--- src/rtl/beep_pkg.sv ---
// rtl/beep_pkg.sv - shared state encoding, code width and unit-length helper for beep_sched
package beep_pkg;

  typedef enum logic [1:0] {IDLE, ON, OFF, GAP} beep_state_e;

  localparam int CODE_W = 3;

  function automatic int unit_cyc(input int clk_freq, input int unit_ms);
    return clk_freq / 1000 * unit_ms;
  endfunction

endpackage

--- src/rtl/beep_unit_timer.sv ---
// rtl/beep_unit_timer.sv - clearable up-counter flagging the last cycle of one unit and of a double-unit gap
module beep_unit_timer #(
  parameter int UNIT_CYC = 10_000_000
) (
  input  logic clk,
  input  logic rstn,
  input  logic i_clr,
  output logic o_tc_unit,
  output logic o_tc_gap
);

  localparam int TW = $clog2(2 * UNIT_CYC);
  localparam logic [TW-1:0] TC_UNIT = TW'(UNIT_CYC - 1);
  localparam logic [TW-1:0] TC_GAP  = TW'(2 * UNIT_CYC - 1);

  logic [TW-1:0] r_timer;

  always_ff @(posedge clk or negedge rstn) begin
    if (!rstn) begin
      r_timer <= '0;
    end else if (i_clr) begin
      r_timer <= '0;
    end else begin
      r_timer <= r_timer + 1'b1;
    end
  end

  assign o_tc_unit = (r_timer == TC_UNIT);
  assign o_tc_gap  = (r_timer == TC_GAP);

endmodule

--- src/rtl/beep_sched.sv ---
// rtl/beep_sched.sv - fixed-priority beep request arbiter and buzzer pattern sequencer
// BEEP_TONE_PWM_EN: beep becomes a TONE_DIV square wave during ON for a passive buzzer.
module beep_sched
  import beep_pkg::*;
#(
  parameter int CLK_FREQ = 50_000_000,
  parameter int UNIT_MS  = 200,
  parameter int N_REQ    = 3,
  parameter int TONE_DIV = 12_500
) (
  input  logic                     clk,
  input  logic                     rstn,
  input  logic [N_REQ-1:0]         req,
  input  logic [CODE_W*N_REQ-1:0]  code,
  output logic [N_REQ-1:0]         ack,
  output logic                     busy,
  output logic                     beep
);

  localparam int UNIT_CYC = unit_cyc(CLK_FREQ, UNIT_MS);

  beep_state_e                   r_state;
  logic [N_REQ-1:0]              r_pend;
  logic [N_REQ-1:0][CODE_W-1:0]  r_code;
  logic [N_REQ-1:0]              r_ack;
  logic [CODE_W-1:0]             r_cnt;
  logic                          r_busy;
  logic                          r_beep;

  logic [N_REQ-1:0]              w_set;
  logic [N_REQ-1:0]              w_gnt;
  logic [CODE_W-1:0]             w_gnt_code;
  logic [CODE_W-1:0]             w_cnt_dec;
  logic                          w_grant;
  logic                          w_tmr_clr;
  logic                          w_tc_unit;
  logic                          w_tc_gap;

`ifdef BEEP_TONE_PWM_EN
  localparam int DIV_W = $clog2(TONE_DIV + 1);
  localparam logic [DIV_W-1:0] DIV_LAST = DIV_W'(TONE_DIV - 1);
  logic [DIV_W-1:0] r_div;
`endif

  always_comb begin
    w_set = '0;
    for (int i = 0; i < N_REQ; i++) begin
      w_set[i] = req[i] && (code[CODE_W*i +: CODE_W] != '0);
    end
  end

  // Isolating the lowest set pend bit gives index-0-first priority.
  assign w_gnt   = r_pend & (~r_pend + 1'b1);
  assign w_grant = (r_state == IDLE) && (|r_pend);

  always_comb begin
    w_gnt_code = '0;
    for (int i = 0; i < N_REQ; i++) begin
      if (w_gnt[i]) w_gnt_code = w_gnt_code | r_code[i];
    end
  end

  // A fresh request beats a same-cycle grant clear; the grant uses the old code.
  always_ff @(posedge clk or negedge rstn) begin
    if (!rstn) begin
      r_pend <= '0;
      r_code <= '0;
    end else begin
      for (int i = 0; i < N_REQ; i++) begin
        if (w_set[i]) begin
          r_pend[i] <= 1'b1;
          r_code[i] <= code[CODE_W*i +: CODE_W];
        end else if (w_grant && w_gnt[i]) begin
          r_pend[i] <= 1'b0;
        end
      end
    end
  end

  assign w_tmr_clr = (r_state == IDLE)
                   || (((r_state == ON) || (r_state == OFF)) && w_tc_unit)
                   || ((r_state == GAP) && w_tc_gap);

  beep_unit_timer #(
    .UNIT_CYC (UNIT_CYC)
  ) u_timer (
    .clk       (clk),
    .rstn      (rstn),
    .i_clr     (w_tmr_clr),
    .o_tc_unit (w_tc_unit),
    .o_tc_gap  (w_tc_gap)
  );

  assign w_cnt_dec = r_cnt - 1'b1;

  always_ff @(posedge clk or negedge rstn) begin
    if (!rstn) begin
      r_state <= IDLE;
      r_ack   <= '0;
      r_cnt   <= '0;
      r_busy  <= 1'b0;
      r_beep  <= 1'b0;
`ifdef BEEP_TONE_PWM_EN
      r_div   <= '0;
`endif
    end else begin
      r_ack <= '0;
      case (r_state)
        IDLE: begin
          if (w_grant) begin
            r_ack   <= w_gnt;
            r_cnt   <= w_gnt_code;
            r_state <= ON;
            r_busy  <= 1'b1;
            r_beep  <= 1'b1;
`ifdef BEEP_TONE_PWM_EN
            r_div   <= '0;
`endif
          end
        end
        ON: begin
          if (w_tc_unit) begin
            r_cnt   <= w_cnt_dec;
            r_beep  <= 1'b0;
            r_state <= (w_cnt_dec != '0) ? OFF : GAP;
          end else begin
`ifdef BEEP_TONE_PWM_EN
            if (r_div == DIV_LAST) begin
              r_div  <= '0;
              r_beep <= ~r_beep;
            end else begin
              r_div  <= r_div + 1'b1;
            end
`endif
          end
        end
        OFF: begin
          if (w_tc_unit) begin
            r_state <= ON;
            r_beep  <= 1'b1;
`ifdef BEEP_TONE_PWM_EN
            r_div   <= '0;
`endif
          end
        end
        GAP: begin
          if (w_tc_gap) begin
            r_state <= IDLE;
            r_busy  <= 1'b0;
          end
        end
      endcase
    end
  end

  assign ack  = r_ack;
  assign busy = r_busy;
  assign beep = r_beep;

endmodule

--- config.mk ---
export PLATFORM = sky130hd
export DESIGN_NAME = beep_sched
export DESIGN_NICKNAME = d
export VERILOG_FILES = /design/src/rtl/beep_pkg.sv /design/src/rtl/beep_unit_timer.sv /design/src/rtl/beep_sched.sv
export SDC_FILE = /design/constraint.sdc
export NUM_CORES = 1
export LEC_CHECK = 0
export CAP_MARGIN = 40
export CELL_PAD_IN_SITES_DETAIL_PLACEMENT = 0
export CELL_PAD_IN_SITES_GLOBAL_PLACEMENT = 1
export CORE_MARGIN = 2
export CORE_UTILIZATION = 49
export CTS_BUF_LIST = sky130_fd_sc_hd__clkbuf_4 sky130_fd_sc_hd__clkbuf_8 sky130_fd_sc_hd__clkbuf_16
export CTS_CLUSTER_DIAMETER = 100
export DETAILED_ROUTE_END_ITERATION = 10
export PLACE_DENSITY = 0.89
export SLEW_MARGIN = 20
export SYNTH_ARGS = -nofsm -noshare
export SYNTH_HDL_FRONTEND = slang
export SYNTH_HIERARCHICAL = 1
export SYNTH_SLANG_ARGS = --single-unit
--- constraint.sdc ---
create_clock -name clk -period 7.4 [get_ports clk]
set_input_delay 2.22 -clock clk [delete_from_list [all_inputs] [get_ports clk]]
set_output_delay 2.22 -clock clk [all_outputs]
set_load 0.01 [all_outputs]
* Word level (Yosys, flattened, before mapping) *
Index checks and enable logic that the tools add are counted.

storage, ports and cells
  bits in registers = 47
  input port bits = 14
  output and inout bits = 5
  word-level logic and storage cells = 83

operators by class
  add/sub/neg operators = 3
  equal/unequal tests = 9
  muxes and demuxes = 27
  bitwise logic cells = 4
  reduce and logical (&&, ||, !) cells = 28

operator list
  cell                   number
  $add 25x1->25 const B  1
  $eq 25x24->1 const B   1
  $eq 25x25->1 const B   1
  $mux 25                1
  $mux 3                 7
  $reduce_bool 3->1      5
  $mux 1                 11
  $reduce_bool 2->1      5
  $logic_and 1x1->1      9
  $mux 2                 4
  $ne 2x2->1 const B     4
  $pmux 2 s4             1
  $reduce_and 4->1       2
  $or 3x3->3             2
  $pmux 3 s2             1
  $reduce_and 3->1       2
  $eq 2x2->1 const B     2
  $add 3x1->3 const B    1
  $and 3x3->3            1
  $logic_or 1x1->1       3
  $not 3->3              1
  $pmux 1 s3             1
  $reduce_or 3->1        1
  $sub 3x1->3 const B    1
  3 further kinds        3

* Longest topological paths before layout *
  depth after elaboration = 10
  gate-level depth with buffers = 10

* Modules after synthesis *
The synthesis kept the hierarchy.

modules (own cells, without submodules)
  module           times used  cells an instance  area an instance (µm²)  sequential area each (µm²)
  beep_unit_timer  1           142                1,357.6                 625.6
  beep_sched       1           109                1,158.6                 550.5

* Worst setup path after synthesis *
Ideal clock, no wire load.

  kind = in2reg
  start point = in code[1]
  end point = reg r_pend[0]
  library setup time = 121 ps
  data arrival time = 2,758 ps
  data required time = 7,279 ps
  path slack = 4,522 ps
  stages = 2
  buffers on the path = 0
  path through = or3_1 a22o_1

between the ends
  word-level cells in the longest chain between the ends = 3

RTL lines
  item                                                line              RTL
  from (decl)                                         beep_sched.sv:14  input logic [CODE_W*N_REQ-1:0] code,
  $reduce_bool 3->1 (*)                               beep_sched.sv:48  w_set[i] = req[i] && (code[CODE_W*i +: CODE_W] != '0);
  $logic_and 1x1->1 (*)                               beep_sched.sv:48
  $mux 1 / $reduce_bool 2->1 (equally long branches)  --
  to (signal assigned)                                beep_sched.sv:66  r_pend <= '0;
  to (signal, indexed assignment)                     beep_sched.sv:71  r_pend[i] <= 1'b1;
  to (signal, indexed assignment)                     beep_sched.sv:74  r_pend[i] <= 1'b0;
  to (decl)                                           beep_sched.sv:23  logic [N_REQ-1:0] r_pend;

Mark *: on every way between the ends. The rest lies on a longest branch, timed or not.
A chain may end at the register's enable or synchronous reset.

* Worst setup path after layout *
  start point = reg r_busy, in the netlist busy
  end point = out busy

RTL lines
  item                    line               RTL
  from (decl)             beep_sched.sv:27   logic r_busy;
  from (signal assigned)  beep_sched.sv:101  r_busy <= 1'b0;
  from (signal assigned)  beep_sched.sv:114  r_busy <= 1'b1;
  from (signal assigned)  beep_sched.sv:149  r_busy <= 1'b0;
  to (decl)               beep_sched.sv:16   output logic busy,

No word-level cell between the ends.

==> summary.txt <==
Status
  • Status: finished, final reports clean

Setup path
  • Slowest-stage cell, CP: clkdlybuf4s50_1
  • Worst EP required: 5.18 ns
  • Reg2Reg Depth: 9
  • Worst setup path end: busy
  • Worst r2r src: u_timer/r_timer[0]$_DFF_PN0_
  • Worst setup SP type: register
  • Setup slack, reg-to-reg: 4.47 ns
  • Crit path max-delay family: buffers and inverters
  • Worst setup path category: reg -> out
  • Worst setup EP type: primary output
  • Crit Path Max Fanout: 3
  • CP peak stage delay: 0.55 ns
  • Worst Path Buf+Inv: 1
  • Critical path startpoint: busy$_DFFE_PN0P_
  • R2r endpoint: u_timer/r_timer[18]$_DFF_PN0_
  • Cell depth of the worst setup path: 1
  • Cell Chain, Critical Path: clkdlybuf4s50_1
  • Arr. time, crit path: 1.24 ns

Timing
  • Slew at the pin closest to its max-slew limit: 0.8938 ns
  • Skew final: 0.005867 ns
  • Max Transition Viols Final: 0
  • Final period util: 46.75%
  • Slew headroom: 39.86%
  • Setup-failing EPs final: 0
  • Max Fclk: 0.2890 GHz
  • RSZ-0062 raised after global routing: no
  • Final hold viol count: 0
  • Setup TNS: 0 ns
  • WHS: 0.4852 ns
  • Crit path time final: 3.460 ns

GRT
  • GR Layer Usage met1: 26.47%
  • Total gr overflow: 0
  • Initial antenna violation count: 0
  • GRT Max-Usage Layer: met2
  • Vias in the first global route: 1810
  • GR Util met3: 4.233%
  • Total track usage: 19.24%
  • Met2 Use GR: 30.82%
  • Largest net degree at the start of global routing: 25
  • First-pass GRT wire length: 8418 um

Detailed routing
  • Routed wire length: 4867 um
  • Vias: 1882
  • DR DRC count: 0
  • DRC marker count from the first detailed-route iteration: 94
  • Pre-antenna DRT Iters: 4
  • WL/cell: 14.40 um
  • Antenna-violating nets left: 0
  • Via density per instance: 5.568

Finish
  • Synthesis-to-finish area growth: 12.83%
  • Non-filler cells, final: 338
  • Nets: 291
  • # diodes: 0
  • Cell area after layout: 2839 um2
  • Share of cells above drive strength 1: 10.07%
  • Fill cell count: 456

Pwr
  • Static Leakage: 1.203 nW
  • Pwr/cell area: 158.8 nW/um2
  • Highest ir drop seen on vdd: 0.1136 mV

Floorplanning
  • Effective utilization at floorplan: 49.90%
  • Core ar.: 5042 um2
  • Die ar.: 5724 um2
  • Die width: 75.66 um
  • Ports: 19
  • Site Rows: 26
  • Chip height: 75.66 um

Placement
  • Port buffer count: 18
  • HPWL after DPL: 3573 um
  • Placed standard-cell area: 2751 um2
  • Post-Place Cells: 331
  • GPL Wtd Cong: 0.8854

Logic synthesis
  • Post-Syn Area: 2516 um2
  • Commonest cells post-synth: 47 x dfrtp_1, 29 x nand2_1, 19 x nor2_1
  • Dominant synthesized flop cell: dfrtp_1
  • Synth area leader: dfrtp_1
  • Number of synthesized flops with an enable pin: 0
  • Gate Count Post-Synth: 251
  • Seq cells post-synth: 47
  • Synth unique cells: 47
  • Most frequent cell after synthesis: dfrtp_1
  • Mapped Nets: 274
  • Synth area leaders: dfrtp_1 47%, ha_1 4.5%, nand2_1 4.3%
  • Ys async rst share: 100.0%
  • Top cell type's share of synthesized area: 46.74%
  • Avg Inst Size Synth: 10.02 um2
  • Syn. warnings: 6
  • Seq/Total Area, Yosys: 46.74%

Job
  • Max_cap viols: 0

Clocking
  • Worst-path clk slew: 0.08 ns
  • Clk sinks: 47
  • CTS tree: built
  • CTS Hold Bufs: 0
  • Max clock buf depth: 2
  • Worst skew pair latency: 0.30 ns
  • Clock Tree Root: clkbuf_8
  • H-tree levels: 2
  • # resized after CTS: 0
  • CTS Buf Count: 5
  • Setup bufs post-CTS: 0

Min path
  • Tightest Hold Check Type: reg -> reg
layout by cell type, fill, tap and decap left out, drive strengths merged, types with 2 or more instances in the layout:
cell	synthesis	layout
nor3	4	4
a21oi	11	11
nand4bb	2	2
nand3	6	6
and2	2	2
mux2i	3	3
nor4	7	7
nor2	19	19
nand2	29	29
clkbuf	4	6
or4b	2	2
clkdlybuf4s50	0	17
nand4	7	7
xor2	6	6
o21ai	11	11
nor2b	2	2
inv	14	14
a32oi	2	2
nand3b	2	2
or4	7	7
a22o	6	6
o31ai	6	6
buf	6	3
xnor2	8	8
dfrtp	47	47
and3	2	2
or3	7	7
ha	9	9
mux2	6	6
metal layers:
layer  wire [um]  vias to the layer above
met2        2221                       29
met5           0                        -
li1            -                      939
met3         142                        7
met1        2422                      907
met4          80                        0
report_power, final:
group / switching [W] / leakage, nW / internal (W)
sequential: 0.00000384 / 0.594 / 0.000263
combinational: 0.0000135 / 0.562 / 0.0000141
clock: 0.0000830 / 0.0470 / 0.0000734
kinds of logic (layout without fill, tap and decap cells):
family	after synthesis	count (layout)	share of synthesized area (%)
adders and majority gates	9	9	4.475
and+or+nand+nor	105	105	23.47
DFF	47	47	46.74
muxes	9	9	3.879
buffers and inverters	24	41	4.873
xor gates and xnor gates	14	14	4.873
AOI/OAI and AO/OA	43	43	11.69
stage by stage:
step | setup slack [ns] | util [%] | total power [W]
after detailed placement | 4.027 | 54.57 | 0.0002999
final | 3.940 | 56.30 | 0.0004507
after global placement | 4.053 | 53.72 | 0.0002974
after global routing | 3.906 | 56.30 | 0.0004692
after CTS | 3.936 | 56.30 | 0.0004553
after floorplan | 4.522 | - | 0.0002814
registers in the layout, indices dropped and copies added, names as in the netlist:
| register | count |
|---|---|
| u_timer/r_timer | 25 |
| r_code | 9 |
| ack | 3 |
| r_cnt | 3 |
| r_pend | 3 |
| r_state | 2 |
| beep | 1 |
| busy | 1 |
layout make-up:
cell class,count,area [um2],share of cell area (%)
Clock buffer,6,82.58,2.909
Tap cell,70,87.58,3.085
Inverter,14,52.55,1.851
Multi-Input combinational cell,180,1217,42.88
Sequential cell,47,1176,41.43
Clock inverter,1,5.005,0.1763
Timing Repair Buffer,20,217.7,7.669
worst min-delay path by stage:
stage | start | endpoint | slack (ns) | cells past startpoint
finish | r_code[5]$_DFFE_PN0P_ | r_code[5]$_DFFE_PN0P_ | 0.49 | 2
global route | r_code[3]$_DFFE_PN0P_ | r_code[3]$_DFFE_PN0P_ | 0.53 | 1
CTS | r_code[5]$_DFFE_PN0P_ | r_code[5]$_DFFE_PN0P_ | 0.49 | 2
detailed placement | r_code[5]$_DFFE_PN0P_ | r_code[5]$_DFFE_PN0P_ | 0.47 | 2
global placement | r_code[5]$_DFFE_PN0P_ | r_code[5]$_DFFE_PN0P_ | 0.46 | 2
floorplan | r_code[5]$_DFFE_PN0P_ | r_code[5]$_DFFE_PN0P_ | 0.44 | 2
No activity file was read; power rests on OpenSTA's default activity.
